===== src/rtl/vpe_res_argmax.sv =====
// ---------------------------------------------------------------------------
// vpe_res_argmax
// Reduces each VPE inference result vector to a class label. Incoming words
// are buffered in a small FIFO (the VPE cannot be stalled). A sequential
// engine scans one signed lane per cycle and presents {label, max value} to
// the deparser over a valid/ready handshake.
//
// Ports
//   clk, rst_n    clock, async active-low reset
//   i_inf_res     result vector, lane i = bits [LANE_W*i +: LANE_W]
//   i_inf_res_v   push strobe, one word per cycle, never stalled
//   i_num_class   lanes to scan (0 -> 1, >LANES -> LANES), sampled in LOAD
//   i_out_rdy     deparser ready
//   o_label       argmax lane index
//   o_max_val     value of the winning lane
//   o_label_v     label valid, held until accepted
//   o_busy        engine not idle or FIFO not empty
//   o_overflow    sticky, a push was dropped on a full FIFO
//   o_fifo_cnt    FIFO occupancy
//   o_label_cnt   labels accepted by the deparser, wrapping
// ---------------------------------------------------------------------------
module vpe_res_argmax #(
   parameter  int unsigned LANES      = 16,
   parameter  int unsigned LANE_W     = 16,
   parameter  int unsigned IDX_W      = 4,
   parameter  int unsigned FIFO_DEPTH = 8,
   localparam int unsigned WORD_W     = LANES * LANE_W,
   localparam int unsigned NC_W       = IDX_W + 1,
   localparam int unsigned PTR_W      = $clog2(FIFO_DEPTH),
   localparam int unsigned CNT_W      = $clog2(FIFO_DEPTH + 1),
   localparam int unsigned LCNT_W     = 16
) (
   input  logic                clk,
   input  logic                rst_n,
   input  logic [WORD_W-1:0]   i_inf_res,
   input  logic                i_inf_res_v,
   input  logic [NC_W-1:0]     i_num_class,
   input  logic                i_out_rdy,
   output logic [IDX_W-1:0]    o_label,
   output logic [LANE_W-1:0]   o_max_val,
   output logic                o_label_v,
   output logic                o_busy,
   output logic                o_overflow,
   output logic [CNT_W-1:0]    o_fifo_cnt,
   output logic [LCNT_W-1:0]   o_label_cnt
);

   typedef enum logic [1:0] {
      IDLE = 2'd0,
      LOAD = 2'd1,
      SCAN = 2'd2,
      OUT  = 2'd3
   } state_t;

   state_t               state;

   // FIFO storage and control
   logic [WORD_W-1:0]    mem [FIFO_DEPTH];
   logic [PTR_W-1:0]     wr_ptr;
   logic [PTR_W-1:0]     rd_ptr;
   logic [CNT_W-1:0]     count;
   logic                 empty_c;
   logic                 full_c;
   logic                 pop_c;
   logic                 push_c;
   logic                 drop_c;

   // Engine working state
   logic [WORD_W-1:0]    word;
   logic [NC_W-1:0]      nc;
   logic [IDX_W-1:0]     cnt;
   logic [IDX_W-1:0]     idx;
   logic [LANE_W-1:0]    best;
   logic [LCNT_W-1:0]    label_cnt;

   logic [LANE_W-1:0]    lanes_c [LANES];
   logic [LANE_W-1:0]    lane_c;
   logic [NC_W-1:0]      nc_c;
   logic                 gt_c;
   logic                 last_c;

   // FIFO status; a pop in the same cycle frees a slot for a push at full
   assign empty_c = (count == '0);
   assign full_c  = (count == CNT_W'(FIFO_DEPTH));
   assign pop_c   = (state == IDLE) && !empty_c;
   assign push_c  = i_inf_res_v && (!full_c || pop_c);
   assign drop_c  = i_inf_res_v && full_c && !pop_c;

   // Lane view of the working word
   for (genvar g = 0; g < LANES; g++) begin : g_lane
      assign lanes_c[g] = word[g*LANE_W +: LANE_W];
   end

   assign lane_c = lanes_c[cnt];
   assign gt_c   = $signed(lane_c) > $signed(best);
   assign last_c = ({1'b0, cnt} == (nc - NC_W'(1)));

   // Clamp the requested class count into 1..LANES
   always_comb begin
      nc_c = i_num_class;
      if (i_num_class == '0) begin
         nc_c = NC_W'(1);
      end else if (i_num_class > NC_W'(LANES)) begin
         nc_c = NC_W'(LANES);
      end
   end

   // FIFO data array; no reset needed, occupancy is tracked by count
   always_ff @(posedge clk) begin
      if (push_c) begin
         mem[wr_ptr] <= i_inf_res;
      end
   end

   // FIFO pointers and occupancy
   always_ff @(posedge clk or negedge rst_n) begin
      if (!rst_n) begin
         wr_ptr <= '0;
         rd_ptr <= '0;
         count  <= '0;
      end else begin
         if (push_c) begin
            wr_ptr <= wr_ptr + PTR_W'(1);
         end
         if (pop_c) begin
            rd_ptr <= rd_ptr + PTR_W'(1);
         end
         if (push_c && !pop_c) begin
            count <= count + CNT_W'(1);
         end else if (pop_c && !push_c) begin
            count <= count - CNT_W'(1);
         end
      end
   end

   // Argmax engine: IDLE -> LOAD -> SCAN* -> OUT
   always_ff @(posedge clk or negedge rst_n) begin
      if (!rst_n) begin
         state     <= IDLE;
         word      <= '0;
         nc        <= '0;
         cnt       <= '0;
         idx       <= '0;
         best      <= '0;
         label_cnt <= '0;
         o_label   <= '0;
         o_max_val <= '0;
         o_label_v <= 1'b0;
      end else begin
         unique case (state)
            IDLE: begin
               if (pop_c) begin
                  word  <= mem[rd_ptr];
                  state <= LOAD;
               end
            end
            LOAD: begin
               nc   <= nc_c;
               best <= lanes_c[0];
               idx  <= '0;
               cnt  <= IDX_W'(1);
               if (nc_c == NC_W'(1)) begin
                  o_label   <= '0;
                  o_max_val <= lanes_c[0];
                  o_label_v <= 1'b1;
                  state     <= OUT;
               end else begin
                  state <= SCAN;
               end
            end
            SCAN: begin
               if (gt_c) begin
                  best <= lane_c;
                  idx  <= cnt;
               end
               if (last_c) begin
                  // Final lane: publish the winner including this compare
                  o_label   <= gt_c ? cnt : idx;
                  o_max_val <= gt_c ? lane_c : best;
                  o_label_v <= 1'b1;
                  state     <= OUT;
               end else begin
                  cnt <= cnt + IDX_W'(1);
               end
            end
            OUT: begin
               if (i_out_rdy) begin
                  o_label_v <= 1'b0;
                  label_cnt <= label_cnt + LCNT_W'(1);
                  state     <= IDLE;
               end
            end
            default: state <= IDLE;
         endcase
      end
   end

   // Status outputs, one cycle behind the state they report
   always_ff @(posedge clk or negedge rst_n) begin
      if (!rst_n) begin
         o_busy      <= 1'b0;
         o_fifo_cnt  <= '0;
         o_label_cnt <= '0;
         o_overflow  <= 1'b0;
      end else begin
         o_busy      <= (state != IDLE) || !empty_c;
         o_fifo_cnt  <= count;
         o_label_cnt <= label_cnt;
         if (drop_c) begin
            o_overflow <= 1'b1;
         end
      end
   end

endmodule


===== config.mk =====
export PLATFORM = sky130hd
export DESIGN_NAME = vpe_res_argmax
export DESIGN_NICKNAME = d
export VERILOG_FILES = /design/src/rtl/vpe_res_argmax.sv
export SDC_FILE = /design/constraint.sdc
export NUM_CORES = 2
export LEC_CHECK = 0
export ABC_AREA = 1
export CAP_MARGIN = 20
export CELL_PAD_IN_SITES_DETAIL_PLACEMENT = 0
export CELL_PAD_IN_SITES_GLOBAL_PLACEMENT = 2
export CORE_MARGIN = 5
export CORE_UTILIZATION = 47
export CTS_CLUSTER_DIAMETER = 200
export DETAILED_ROUTE_END_ITERATION = 6
export GPL_TIMING_DRIVEN = 1
export PLACE_DENSITY = 0.86
export SLEW_MARGIN = 20
export SYNTH_ARGS = -nofsm -noshare
export SYNTH_HDL_FRONTEND = slang
export SYNTH_SLANG_ARGS = --single-unit

===== constraint.sdc =====
create_clock -name clk -period 24.5 [get_ports clk]
set_input_delay 3.675 -clock clk [delete_from_list [all_inputs] [get_ports clk]]
set_output_delay 3.675 -clock clk [all_outputs]
set_load 0.02 [all_outputs]

-- After elaboration in Yosys (flattened, before gate mapping)
Memory sizes are Yosys's and may differ from the RTL's. A register that Yosys moved wholly into a read port is not among the register bits.
Cells that the tools add are included.
W data, S select, Z words.
- register bits: 100
- memories kept: 1
- RAM bits: 2048
- logic and storage cells: 95
- input bits: 265
- output and inout port bits: 43
- bitwise operators: 1
- add/subtract/negate cells: 7
- magnitude comparators: 3
- muxes and demuxes: 30
- eq/ne operators: 11
- reductions and logical operators: 26
- memory list (memory ; words ; bits a word ; rd ports ; clocked after Yosys merged registers in ; wr ports ; line ; text):
    mem ; 8 ; 256 ; 1 ; 1 ; 1 ; 58 ; logic [WORD_W-1:0] mem [FIFO_DEPTH];
- operators with widths (kind ; count):
    $mux W16 ; 5
    $bmux W16 S4 ; 1
    $pmux W16 S2 ; 2
    $mux W4 ; 6
    $pmux W4 S2 ; 3
    $add A16 B1 Y16 const B ; 1
    $gt A16 B16 Y1 ; 1
    $mux W5 ; 2
    $ne A2 B2 Y1 const B ; 5
    $add A4 B1 Y4 const B ; 2
    $pmux W2 S4 ; 1
    $add A3 B1 Y3 const B ; 2
    $logic_and A1 B1 Y1 ; 6
    $mux W1 ; 6
    $mux W2 ; 3
    $reduce_and A2 Y1 ; 3
    $reduce_and A3 Y1 ; 2
    $reduce_bool A2 Y1 ; 3
    $eq A4 B5 Y1 ; 1
    $eq A5 B1 Y1 const B ; 1
    $ge A5 B5 Y1 const B ; 1
    $gt A5 B5 Y1 const B ; 1
    $logic_not A1 Y1 ; 5
    $logic_not A5 Y1 ; 1
    other kinds (12) ; 14

-- Depth between registers and ports, before layout
- depth in word-level cells: 9
- gate-level depth with buffers: 29
- gate-level depth less buffers: 25

-- Least setup slack after synthesis
OpenSTA, ideal clock, no wires.
- kind: input port to flip-flop
- start point: input port i_inf_res_v
- end point: memory mem[0][0] in the netlist's numbering (enable)
- stages: 5
- buffers on the path: 0
- path slack: 8680 ps
- data required time: 23623 ps
- data arrival time: 14943 ps
- path through: inv_1 nor2_1 inv_1 or2_2 nor2_1
- longest elaborated chain between the ends: 3
- RTL lines (item ; line ; text):
    from (decl) ; 36 ; input logic i_inf_res_v,
    $logic_and A1 B1 Y1 ; 86 ; assign push_c = i_inf_res_v && (!full_c || pop_c);
    net push_c ; 65 ; logic push_c;
    $mux W1 ; 110 ; if (push_c) begin
    $mux W1 (not written as such) ; 111 ; mem[wr_ptr] <= i_inf_res;
    to (decl) ; 58 ;
The timed path passes the listed nets, and every way through them passes these cells.

-- Worst setup path after layout
- start point: input port i_inf_res_v
- end point: memory mem[3][88] in the netlist's numbering (enable)
Same word-level chain as after synthesis.

==> impl_metrics.tcl <==
set metrics [dict create \
    cts_resized 0 \
    clk_pin_slew_ns 0.06 \
    tritoncts "built" \
    ys_seq_elements 2404 \
    setup_violations 0 \
    yosys-top-cells-count "2048 x edfxtp_1, 1142 x nor2_1, 1139 x o21ai_0, 830 x nand2_1, 356 x dfrtp_1" \
    dr.pass1.iters 5 \
    outcome "finished, final reports clean" \
    synth-edff-count 2048 \
    io_pins 308 \
    p_leak_nw 36.5 \
    path_max_fanout 51 \
    ant_nets 0 \
    rrSetupSlack_ns 18.76 \
    gr-total-overflow 0 \
    grt_util_all_layers_pct 25.4 \
    dr_total_vias 60363 \
    final_cells 10318 \
    maxSlewHeadroom_pct 15.6 \
    switching_share_pct 38.2 \
    cts-buffers-inserted 239 \
    fin_crit_sh_pct 31.9 \
    dieArea_mm2 0.209 \
    start_util_pct 47.1 \
    final_max_slew_viol_count 0 \
    dp_hpwl_um 153000 \
    nFillCells 16462 \
    synthCells 7288 \
    synth_cell_type_count 36 \
    avgRoutedWirePerCell_um 26.3 \
    die_w_um 457 \
    clockPowerShare_pct 25.7 \
    synth_area_leader_cell "edfxtp_1" \
    htreeDepth 4 \
    post-cts-setup-buffers 0 \
    seq_area_frac_synth_pct 74.9 \
    grt_max_degree 217 \
    fmax_ghz 0.128 \
    synthFlopType "edfxtp_1" \
    end_kind "register" \
    clock_skew_ns 0.0472 \
    hold_path_class "reg -> reg" \
    grt_pass1_vias 57790 \
    hold_viol_final 0 \
    cts_max_path_buffers 3 \
    gp_congestion 0.815 \
    worst-slew-pin-transition_ns 1.27 \
    yosysMostFrequentCell "edfxtp_1" \
    async_reset_ff_share_pct 14.8 \
    synth.yosys.warnings 0 \
    cp.arrival_ns 8.28 \
    rsz0062_at_grt "no" \
    drv_cap 0 \
    cts_root_buf "clkbuf_16" \
    via_per_inst 5.85 \
    grt_pass1_wl_um 396000 \
    rows 164 \
    syn-num-nets 7583 \
    p_per_area_mw_per_mm2 129 \
    drc_errors 0 \
    die_h_um 457 \
    cts_hold_buf 0 \
    core_area_mm2 0.199 \
    comb_power_share_pct 33.3 \
    irDropWorstVdd_mv 0.130 \
    start_kind "primary input" \
    p_sw_mw 5.26 \
    clock-sinks 2404 \
    initialDrtViolationCount 5811 \
    cp_data_required_time_ns 24.96 \
    io_buffers 307 \
    period_needed_ns 7.82 \
    syn_to_final_growth_pct 13.8 \
    layout_setup_ws_ns 16.68 \
    insertion_delay_ns 0.87 \
    final_core_util_pct 53.6 \
    ys_top_cells_by_area "edfxtp_1 65%, dfrtp_1 9.5%, o21ai_0 6.1%" \
    final_nets 7705 \
    fin_tns_setup_ns 0 \
    antenna_found_initial 82 \
    drive_gt1_share_pct 6.25 \
    p_int_mw 8.50 \
    synth_top_area_share_pct 65.4 \
    pre_cts_ws_ns 15.92 \
    syn_area_mm2 0.0940 \
    seq_power_share_pct 41.1 \
    wirelength_um 272000 \
    crit_type "in -> reg" \
    dp_cells 9824 \
    post_synth.cell_area_avg_um2 12.9 \
]
[cell usage in the layout (no fill, tap or decap), drive strengths merged, types with 165 or more instances in the layout]
master	instances
nand3	190
clkdlybuf4s50	306
edfxtp	2048
o211ai	172
nor2	1144
o22ai	224
o21ai	1229
nand2	832
dfrtp	356
clkbuf	345
o221ai	288
inv	165
[flip-flops by register name, summed over array words and instances (netlist names), 4 cells and up]
name         cells
cnt              4
word           256
best            16
label_cnt       16
count            4
nc               5
o_label          4
idx              4
o_label_cnt     16
o_fifo_cnt       4
o_max_val       16
mem           2048
[path summary, 6_finish.rpt]
path | start | end | depth (start not counted)
min in group asynchronous | rst_n | o_max_val[4] | 1
hold reg to reg | label_cnt[14] | o_label_cnt[14] | 0
setup reg to reg | rd_ptr[0] | word[58] | 9
hold / removal | label_cnt[14] | o_label_cnt[14] | 0
setup / recovery | i_inf_res_v | mem[3][88] | 8
max in group asynchronous | rst_n | word[240] | 4
[cell type report]
class                      count  area (µm²)  share of cell area, %
tap                         2656        3320                   3.11
clock buffer                 345        6730                   6.30
multi-input combinational   4209       20900                   19.5
clock inverter               112         928                  0.868
timing repair buffer         397        3950                   3.70
inverter                     159         629                  0.588
sequential                  2404       70400                   65.8
antenna                       36        90.1                 0.0842
[per-stage QoR]
| step | area (µm²) | hold WS, ns | power, mW |
|---|---|---|---|
| global route | 107000 | 0.411 | 14.5 |
| floorplan | 94000 | 0.354 | 8.79 |
| finish | 107000 | 0.393 | 13.8 |
| CTS | 107000 | 0.393 | 13.8 |
| global placement | 99200 | 0.362 | 10.2 |
| detailed placement | 99200 | 0.378 | 10.3 |
[power by group through the flow]
| stage | combinational, mW | sequential, mW | clock, mW |
|---|---|---|---|
| detailed placement | 4.57 | 5.72 | 0 |
| global route | 5.05 | 5.70 | 3.76 |
| finish | 4.58 | 5.65 | 3.53 |
| global placement | 4.50 | 5.71 | 0 |
| floorplan | 3.02 | 5.77 | 0 |
| CTS | 4.59 | 5.65 | 3.59 |
[kinds of logic after synthesis]
family,Yosys count,synth area share (%)
and+or+nand+nor,2195,9.13
buffers and inverters,675,2.98
adders and majority gates,30,0.407
DFF,2404,74.9
AOI/OAI and AO/OA,1958,12.3
xor gates and xnor gates,26,0.242
[layer usage]
| layer | vias up | share of wire, % | track usage (%) |
|---|---|---|---|
| met5 | - | 0.063 | 0 |
| met4 | 28 | 2.5 | 7.27 |
| met3 | 398 | 7.6 | 4.79 |
| met2 | 2196 | 47 | 40.3 |
| met1 | 30626 | 42 | 36.1 |
| li1 | 27115 | - | - |
[critical path, stage by stage]
cell and delay [ns]:
clkdlybuf4s50_1 0.48, inv_1 0.07, nor2_1 0.53, nand2_1 0.42, nor2_4 0.66, buf_4 0.70
buf_4 0.75, buf_4 0.82
(Power assumes the default switching activity.)
